## src/rtl/uart_line_pkg.sv

```systemverilog
// Shared types for the UART line reader: FSM state encoding and control characters.
// No logic; no latency or backpressure of its own.
// Imported by uart_line_reader.
package uart_line_pkg;

    typedef enum logic [2:0] {
        ST_IDLE,
        ST_POP,
        ST_WAIT,
        ST_PROC,
        ST_ECHO,
        ST_GAP,
        ST_HOLD
    } state_e;

    localparam logic [7:0] CH_CR  = 8'h0D;
    localparam logic [7:0] CH_LF  = 8'h0A;
    localparam logic [7:0] CH_BS  = 8'h08;
    localparam logic [7:0] CH_DEL = 8'h7F;

endpackage

```

## src/rtl/uart_line_buffer_ram.sv

```systemverilog
// Line storage: MAX_LEN x DATA_BITS, one write port, registered read port.
// Latency: read data valid one cycle after the address; writes land on the clock edge.
// Backpressure: none; contents are not reset.
module line_buffer_ram #(
    parameter int DATA_BITS = 8,
    parameter int MAX_LEN   = 32,
    parameter int ADDR_W    = $clog2(MAX_LEN)
) (
    input  logic                 clk,
    input  logic                 rst,
    input  logic                 wr_en,
    input  logic [ADDR_W-1:0]    wr_addr,
    input  logic [DATA_BITS-1:0] wr_data,
    input  logic [ADDR_W-1:0]    rd_addr,
    output logic [DATA_BITS-1:0] rd_data
);

    logic [DATA_BITS-1:0] mem_q [0:MAX_LEN-1];
    logic [DATA_BITS-1:0] rd_data_d;
    logic [DATA_BITS-1:0] rd_data_q;

    always_ff @(posedge clk) begin
        if (wr_en) begin
            mem_q[wr_addr] <= wr_data;
        end
    end

    always_comb begin
        rd_data_d = mem_q[rd_addr];
    end

    always_ff @(posedge clk) begin
        if (rst) begin
            rd_data_q <= '0;
        end else begin
            rd_data_q <= rd_data_d;
        end
    end

    assign rd_data = rd_data_q;

endmodule

```

## src/rtl/uart_line_reader.sv

```systemverilog
// Line assembler behind the UART rx FIFO with backspace handling; optional echo via UART_LINE_ECHO_EN.
// Latency: RD_LAT+3 cycles per byte, plus ECHO/GAP and any tx_full stall when echo is built in.
// Backpressure: no pops while a completed line is held; echo waits while tx_full is high.
module uart_line_reader
    import uart_line_pkg::*;
#(
    parameter int DATA_BITS = 8,
    parameter int MAX_LEN   = 32,
    parameter int RD_LAT    = 3,
    parameter int LEN_W     = $clog2(MAX_LEN + 1),
    parameter int ADDR_W    = $clog2(MAX_LEN)
) (
    input  logic                 clk,
    input  logic                 rst,
    input  logic [DATA_BITS-1:0] rx_data,
    input  logic                 rx_empty,
    output logic                 rx_pop,
    output logic [DATA_BITS-1:0] tx_data,
    input  logic                 tx_full,
    output logic                 tx_push,
    output logic                 line_ready,
    output logic [LEN_W-1:0]     line_len,
    output logic                 line_ovf,
    input  logic                 line_ack,
    input  logic [ADDR_W-1:0]    line_rd_addr,
    output logic [DATA_BITS-1:0] line_rd_data
);

    localparam int CNT_W = (RD_LAT > 1) ? $clog2(RD_LAT) : 1;

    state_e               state_q, state_d;
    logic [CNT_W-1:0]     cnt_q, cnt_d;
    logic [DATA_BITS-1:0] cur_q, cur_d;
    logic [LEN_W-1:0]     len_q, len_d;
    logic                 ovf_q, ovf_d;

    logic                 wr_en;
    logic [ADDR_W-1:0]    wr_addr;
    logic                 is_term;
    logic                 is_bs;
    logic                 line_done;

`ifdef UART_LINE_ECHO_EN
    logic                 done_q, done_d;
    logic [DATA_BITS-1:0] tx_data_q, tx_data_d;
`endif

    assign is_term = (cur_q == DATA_BITS'(CH_CR)) || (cur_q == DATA_BITS'(CH_LF));
    assign is_bs   = (cur_q == DATA_BITS'(CH_BS)) || (cur_q == DATA_BITS'(CH_DEL));
    assign wr_addr = len_q[ADDR_W-1:0];

    always_comb begin
        state_d   = state_q;
        cnt_d     = cnt_q;
        cur_d     = cur_q;
        len_d     = len_q;
        ovf_d     = ovf_q;
        wr_en     = 1'b0;
        line_done = 1'b0;
`ifdef UART_LINE_ECHO_EN
        done_d    = done_q;
        tx_data_d = tx_data_q;
`endif
        case (state_q)
            ST_IDLE: begin
                if (!rx_empty) begin
                    state_d = ST_POP;
                end
            end
            ST_POP: begin
                cnt_d   = CNT_W'(RD_LAT - 1);
                state_d = ST_WAIT;
            end
            ST_WAIT: begin
                if (cnt_q == '0) begin
                    cur_d   = rx_data;
                    state_d = ST_PROC;
                end else begin
                    cnt_d = cnt_q - CNT_W'(1);
                end
            end
            ST_PROC: begin
                // Empty terminators are dropped so CRLF and blank lines yield no line.
                if (is_term) begin
                    line_done = (len_q != '0);
                end else if (is_bs) begin
                    if (len_q != '0) begin
                        len_d = len_q - LEN_W'(1);
                    end
                end else if (len_q < LEN_W'(MAX_LEN)) begin
                    wr_en = 1'b1;
                    len_d = len_q + LEN_W'(1);
                end else begin
                    ovf_d = 1'b1;
                end
`ifdef UART_LINE_ECHO_EN
                done_d    = line_done;
                tx_data_d = cur_q;
                state_d   = ST_ECHO;
`else
                state_d   = line_done ? ST_HOLD : ST_IDLE;
`endif
            end
`ifdef UART_LINE_ECHO_EN
            ST_ECHO: begin
                if (!tx_full) begin
                    state_d = ST_GAP;
                end
            end
            ST_GAP: begin
                state_d = done_q ? ST_HOLD : ST_IDLE;
            end
`endif
            ST_HOLD: begin
                if (line_ack) begin
                    len_d   = '0;
                    ovf_d   = 1'b0;
                    state_d = ST_IDLE;
                end
            end
            default: begin
                state_d = ST_IDLE;
            end
        endcase
    end

    always_ff @(posedge clk) begin
        if (rst) begin
            state_q <= ST_IDLE;
            cnt_q   <= '0;
            cur_q   <= '0;
            len_q   <= '0;
            ovf_q   <= 1'b0;
        end else begin
            state_q <= state_d;
            cnt_q   <= cnt_d;
            cur_q   <= cur_d;
            len_q   <= len_d;
            ovf_q   <= ovf_d;
        end
    end

`ifdef UART_LINE_ECHO_EN
    always_ff @(posedge clk) begin
        if (rst) begin
            done_q    <= 1'b0;
            tx_data_q <= '0;
        end else begin
            done_q    <= done_d;
            tx_data_q <= tx_data_d;
        end
    end

    // tx_data is loaded on entry to ECHO, so it is stable before and after the push edge.
    assign tx_data = tx_data_q;
    assign tx_push = (state_q == ST_ECHO) && !tx_full;
`else
    logic unused_tx_full;
    assign unused_tx_full = tx_full;
    assign tx_data        = '0;
    assign tx_push        = 1'b0;
`endif

    assign rx_pop     = (state_q == ST_POP);
    assign line_ready = (state_q == ST_HOLD);
    assign line_len   = len_q;
    assign line_ovf   = ovf_q;

    line_buffer_ram #(
        .DATA_BITS (DATA_BITS),
        .MAX_LEN   (MAX_LEN),
        .ADDR_W    (ADDR_W)
    ) u_buf (
        .clk     (clk),
        .rst     (rst),
        .wr_en   (wr_en),
        .wr_addr (wr_addr),
        .wr_data (cur_q),
        .rd_addr (line_rd_addr),
        .rd_data (line_rd_data)
    );

endmodule
```

## config.mk

```make
export PLATFORM = sky130hd
export DESIGN_NAME = uart_line_reader
export DESIGN_NICKNAME = d
export VERILOG_FILES = /design/src/rtl/uart_line_pkg.sv /design/src/rtl/uart_line_buffer_ram.sv /design/src/rtl/uart_line_reader.sv
export SDC_FILE = /design/constraint.sdc
export NUM_CORES = 1
export LEC_CHECK = 0
export CORE_MARGIN = 4
export CORE_UTILIZATION = 60
export CTS_BUF_LIST = sky130_fd_sc_hd__clkbuf_8 sky130_fd_sc_hd__clkbuf_16
export DETAILED_ROUTE_END_ITERATION = 10
export GPL_ROUTABILITY_DRIVEN = 0
export PLACE_DENSITY = 0.79
export SYNTH_ARGS = -nofsm -noshare
export SYNTH_HDL_FRONTEND = slang
export SYNTH_SLANG_ARGS = --single-unit
export TNS_END_PERCENT = 20
```

## constraint.sdc

```tcl
create_clock -name clk -period 3.1 [get_ports clk]
set_clock_uncertainty 0.05 [all_clocks]
set_input_delay 0.62 -clock clk [delete_from_list [all_inputs] [get_ports clk]]
set_output_delay 0.62 -clock clk [all_outputs]
set_load 0.02 [all_outputs]
```

======== Word level (Yosys, flattened, before mapping) ========
Memories as Yosys holds them, arrays and structs flattened. A register that Yosys moved wholly into a read port is not among the register bits.
Cells that the tools add are included.
word-level totals
  bits in registers ....................... 20
  memories kept ........................... 1
  RAM bits ................................ 256
  logic and storage cells ................. 65
operators by class
  reductions and logical operators ........ 12
  mux-type cells .......................... 26
  equal/unequal tests ..................... 17
  add/sub/neg operators ................... 3
  order comparisons ....................... 1
memory list
  memory       depth  width  rd ports  clocked after memory_dff  write ports  line                        source
  u_buf.mem_q  32     8      1         1                         1            uart_line_buffer_ram.sv:18  logic [DATA_BITS-1:0] mem_q [0:MAX_LEN-1];
operator list
  kind                                                  number
  two-way mux 6 bit                                     5
  equality test 8 x 4 -> 1 bit (second input constant)  3
  case mux 3 bit (5 select lines)                       1
  two-way mux 1 bit                                     12
  two-way mux 3 bit                                     4
  != test 2 bit (second input constant)                 6
  case mux 6 bit (2 select lines)                       1
  AND reduction 5 bit                                   2
  equality test 8 x 7 -> 1 bit (second input constant)  1
  adder 6 x 1 -> 6 bit (second input constant)          1
  equality test 3 x 2 -> 1 bit (second input constant)  2
  less-than comparator 6 bit (second input constant)    1
  != test 3 bit (second input constant)                 2
  nonzero test 6 bit                                    1
  subtractor 6 x 1 -> 6 bit (second input constant)     1
  case mux 2 bit (2 select lines)                       1
  AND reduction 2 bit                                   2
  nonzero test 2 bit                                    2
  equality test 3 x 1 -> 1 bit (second input constant)  1
  equality test 3 bit (second input constant)           1
  zero test 3 bit                                       1
  AND reduction 3 bit                                   1
  zero test 2 bit                                       1
  logical OR 1 bit                                      2
  other kinds (4)                                       4

======== Longest topological paths before layout ========
  depth in word-level cells ............... 7
  mapped depth ............................ 10
  gate-level depth less buffers ........... 10

======== Cells and area by module ========
A second synthesis with hierarchy kept.
unflattened totals
  cells, all modules ...................... 623
  area, all modules ....................... 11691.2 um2
by module, submodules not included
  module            instances  cells an instance  area each (um2)
  line_buffer_ram   1          472                10387.5
  uart_line_reader  1          151                1303.8

======== Least setup slack after synthesis ========
No wires, ideal clock.
  path kind ............................... flip-flop to flip-flop
  start point ............................. register cur_q[2]
  end point ............................... register len_q[4] (netlist: line_len[4])
  stages on the path, launching flop included .. 11
  arrival ................................. 2596 ps
  path slack .............................. 381 ps
  buffers on the path ..................... 0
  data required time ...................... 2977 ps
  period minus slack after synthesis ...... 2719 ps
  library setup time ...................... 73 ps
  cell sequence ........................... dfxtp_1 > and4_1 > nand4_1 > and2_1 > inv_1 > ha_1 > a21o_1 > a21oi_1 > xor2_1 > or3_1 > mux2i_1
on the way
  longest elaborated chain between the ends .. 5
  elaborated cells between the ends (all ways) .. 13
RTL lines
  element                                                                              line                     source
  start: declaration                                                                   uart_line_reader.sv:33   logic [DATA_BITS-1:0] cur_q, cur_d;
  start signal: assignment                                                             uart_line_reader.sv:137  cur_q <= cur_d;
  equality test 8 x 4 -> 1 bit / equality test 8 x 7 -> 1 bit (equally long branches)  uart_line_reader.sv:49   assign is_bs = (cur_q == DATA_BITS'(CH_BS)) || (cur_q == DATA_BITS'(CH_DEL));
  logical OR 1 bit                                                                     uart_line_reader.sv:49
  two-way mux 6 bit                                                                    uart_line_reader.sv:86   end else if (is_bs) begin
  two-way mux 6 bit                                                                    uart_line_reader.sv:84   if (is_term) begin
  case mux 6 bit (2 select lines)                                                      uart_line_reader.sv:64   case (state_q)
  end signal: assignment                                                               uart_line_reader.sv:138  len_q <= len_d;
  end: declaration                                                                     uart_line_reader.sv:34   logic [LEN_W-1:0] len_q, len_d;
Parallel ways exist; a longest one is shown, timed or not. The select of a mux whose other input is x is not followed.
A chain may end at the register's enable or synchronous reset.

======== Worst setup path in the final report ========
  start point ............................. register cur_q[1]
  end point ............................... register len_q[4] (netlist: line_len[4])
The elaborated chain is that of the path after synthesis.

==> flow_summary.json <==
{
  "status": "finished clean",
  "antenna_found_initial": 0,
  "avgViaCountPerCell": 6.26,
  "layout_commonest_cell": "edfxtp_1",
  "diodes": 0,
  "maxSlewViolCount": 0,
  "fp.dieH_um": 146,
  "synth_area_per_cell_um2": 19.3,
  "hp-class": "flip-flop to flip-flop",
  "clk_pin_slew_worst_paths_ns": 0.06,
  "postSynth.asyncResetShare_pct": 0,
  "ys_ff_latch": 284,
  "cp_max_fo": 17,
  "max-slew-margin-rel_pct": 55.1,
  "p_clk_share_pct": 40.1,
  "h-tree-depth": 1,
  "area_growth_syn_to_layout_pct": 14.3,
  "grt_first_pass_wirelength_mm": 35.2,
  "nNetsFinal": 699,
  "critical_path_required_ns": 3.51,
  "drt_iter0_markers": 608,
  "clk_latency_ns": 0.53,
  "cp_slowest_cell": "dfxtp_1",
  "wl_mm": 22.3,
  "grt_util_all_layers_pct": 21.3,
  "setup.worst_path.start_class": "flip-flop",
  "ys_warn_count": 0,
  "placement.io_buffers": 33,
  "synth_top_family_by_area": "multiplexers",
  "grt_overflow_total": 0,
  "cp-end-kind": "flip-flop",
  "switching_share_pct": 20.4,
  "cts_resized": 0,
  "grtUsageMet2_pct": 34.1,
  "netlist_area_mm2": 0.0115,
  "intPower_w": 0.00616,
  "core_area_mm2": 0.0188,
  "drc": 0,
  "io_pins": 44,
  "finalCritPeriodShare_pct": 89.3,
  "cts_tree": "yes",
  "ys.flop_type": "edfxtp_1",
  "maxCapViolations": 0,
  "rows": 50,
  "synth-compound-area-share_pct": 2.49,
  "p_leak_nw": 4.28,
  "worstMarginPinSlew_ns": 0.671,
  "dp_slack_ns": 0.333,
  "arrival_ns": 3.18,
  "grtUsageMet3_pct": 3.45,
  "finalSetupViolCount": 0,
  "drtAntennaViolNets": 0,
  "clock.fmax_mhz": 361,
  "grt.busiest_layer": "met2",
  "yosys.area_share.adder_pct": 0.940,
  "power.switching_w": 0.00158,
  "rsz0062_at_grt": "false",
  "numClockSinks": 284,
  "p_comb_share_pct": 5.5,
  "setup_tns_ns": 0,
  "dp_cells": 878,
  "path_cells": "buf_4, and4_1, nand4_1, and2_1, inv_1, ha_1, a21o_1, a21oi_1, xor2_1, or3_1, mux2i_1",
  "power_w": 0.00774,
  "slowest_delay_ns": 0.42,
  "p_per_area_mw_per_mm2": 591,
  "dieWidth_um": 146,
  "avgRoutedWirePerCell_um": 24.0,
  "ys_types": 49,
  "dr.pass1.iters": 5,
  "ir_worst_vdd_mv": 0.428,
  "synth-xor-area-share_pct": 0.306,
  "dr_total_vias": 5813,
  "dieArea_mm2": 0.0214,
  "cts_buffer_depth": 3,
  "muxShareOfSynthArea_pct": 16.8,
  "floorplan.initialDensity_pct": 61.0,
  "seqPwrFrac_pct": 54.5,
  "finalHoldViolations": 0,
  "syn_inst": 592,
  "cts_post_setup_buffers_inserted": 0,
  "grt_pass1_vias": 6167,
  "final_cell_mix": "edfxtp_1, nor2_1, mux4_2, buf_4, clkdlybuf4s50_1",
  "grt_max_degree": 65,
  "synth_edf_count": 256,
  "fin_cells": 928,
  "path_class": "flip-flop to flip-flop",
  "numCtsBuffers": 27,
  "synth_simple_gate_area_share_pct": 4.73,
  "setup_ws_ns": 0.331,
  "place_hpwl_mm": 14.4,
  "layout-drive-gt1-share_pct": 20.7,
  "grtUsageMet1_pct": 30.3,
  "finalCriticalPeriod_ns": 2.77,
  "holdBufCountCts": 0,
  "seq_area_frac_synth_pct": 72.0,
  "cts_root_buf": "clkbuf_16"
}
## per-layer routing
metal / vias to the layer above / part of all wire [%]
met5: - / 0
met4: 0 / 3.5
met3: 41 / 6.9
met2: 242 / 48
met1: 2983 / 41
li1: 2547 / -
## state kept, by name (all words and copies together), names as in the netlist
signal	flops
u_buf.rd_data	8
cnt_q	2
line_ovf	1
line_len	6
state_q	3
u_buf.mem_q	256
cur_q	8
## final timing paths
check | start | endpoint | slack [ns] | cells past startpoint
setup reg to reg | cur_q[1] | line_len[4] | 0.33 | 11
hold / removal | cnt_q[1] | cnt_q[1] | 0.45 | 2
setup / recovery | cur_q[1] | line_len[4] | 0.33 | 11
hold reg to reg | cnt_q[1] | cnt_q[1] | 0.45 | 2
## power by group through the flow
stage	clock network (W)	logic (W)	registers (W)
after floorplan	0	0.000252	0.00433
after global placement	0	0.000404	0.00429
after detailed placement	0	0.000421	0.00430
after CTS	0.00314	0.000425	0.00421
after global routing	0.00332	0.000455	0.00422
final	0.00310	0.000423	0.00421
## critical path: cells and delay by family (launching register included)
kind            cells  cell delay (ns)
simple gates        4             0.90
flops               1             0.42
buf+inv             2             0.44
mux                 1             0.14
xor+xnor            1             0.08
fa+ha+maj           1             0.30
compound gates      2             0.36
## kinds of logic after synthesis
group	count (synthesis)
fa+ha+maj	8
other cells	1
flops	284
simple gates	113
buf+inv	50
compound gates	38
mux	94
xor+xnor	4
## per-stage QoR
stage	utilization (%)	hold slack (ns)	instance area (µm²)
after global placement	65.2	0.435	12200
final	69.8	0.452	13100
after floorplan	-	0.426	11500
after detailed placement	65.2	0.447	12200
after CTS	69.8	0.454	13100
after global routing	69.8	0.514	13100
## final cells by class
cell class              count  area (µm²)
fillers                  1109        5680
inverters                  12        45.0
multi-input cells         266        2930
clock inverters            18         105
repair buffers             82         726
clock buffers              32         744
well taps                 234         293
flip-flops and latches    284        8250
## cell usage after synthesis, drive strengths merged, types with 6 or more instances
| cell | number | area, µm² |
|---|---|---|
| a21oi | 7 | 35.0 |
| nor2 | 50 | 188 |
| edfxtp | 256 | 7690 |
| nand2 | 16 | 60.1 |
| o221ai | 6 | 52.6 |
| dfxtp | 28 | 561 |
| a221oi | 6 | 58.8 |
| buf | 29 | 224 |
| ha | 7 | 87.6 |
| nor2b | 9 | 56.3 |
| mux2i | 20 | 200 |
| clkbuf | 9 | 33.8 |
| inv | 12 | 45.0 |
| nand3 | 8 | 40.0 |
| mux4 | 72 | 1700 |
Note: power is estimated with default switching activity, not from simulation.
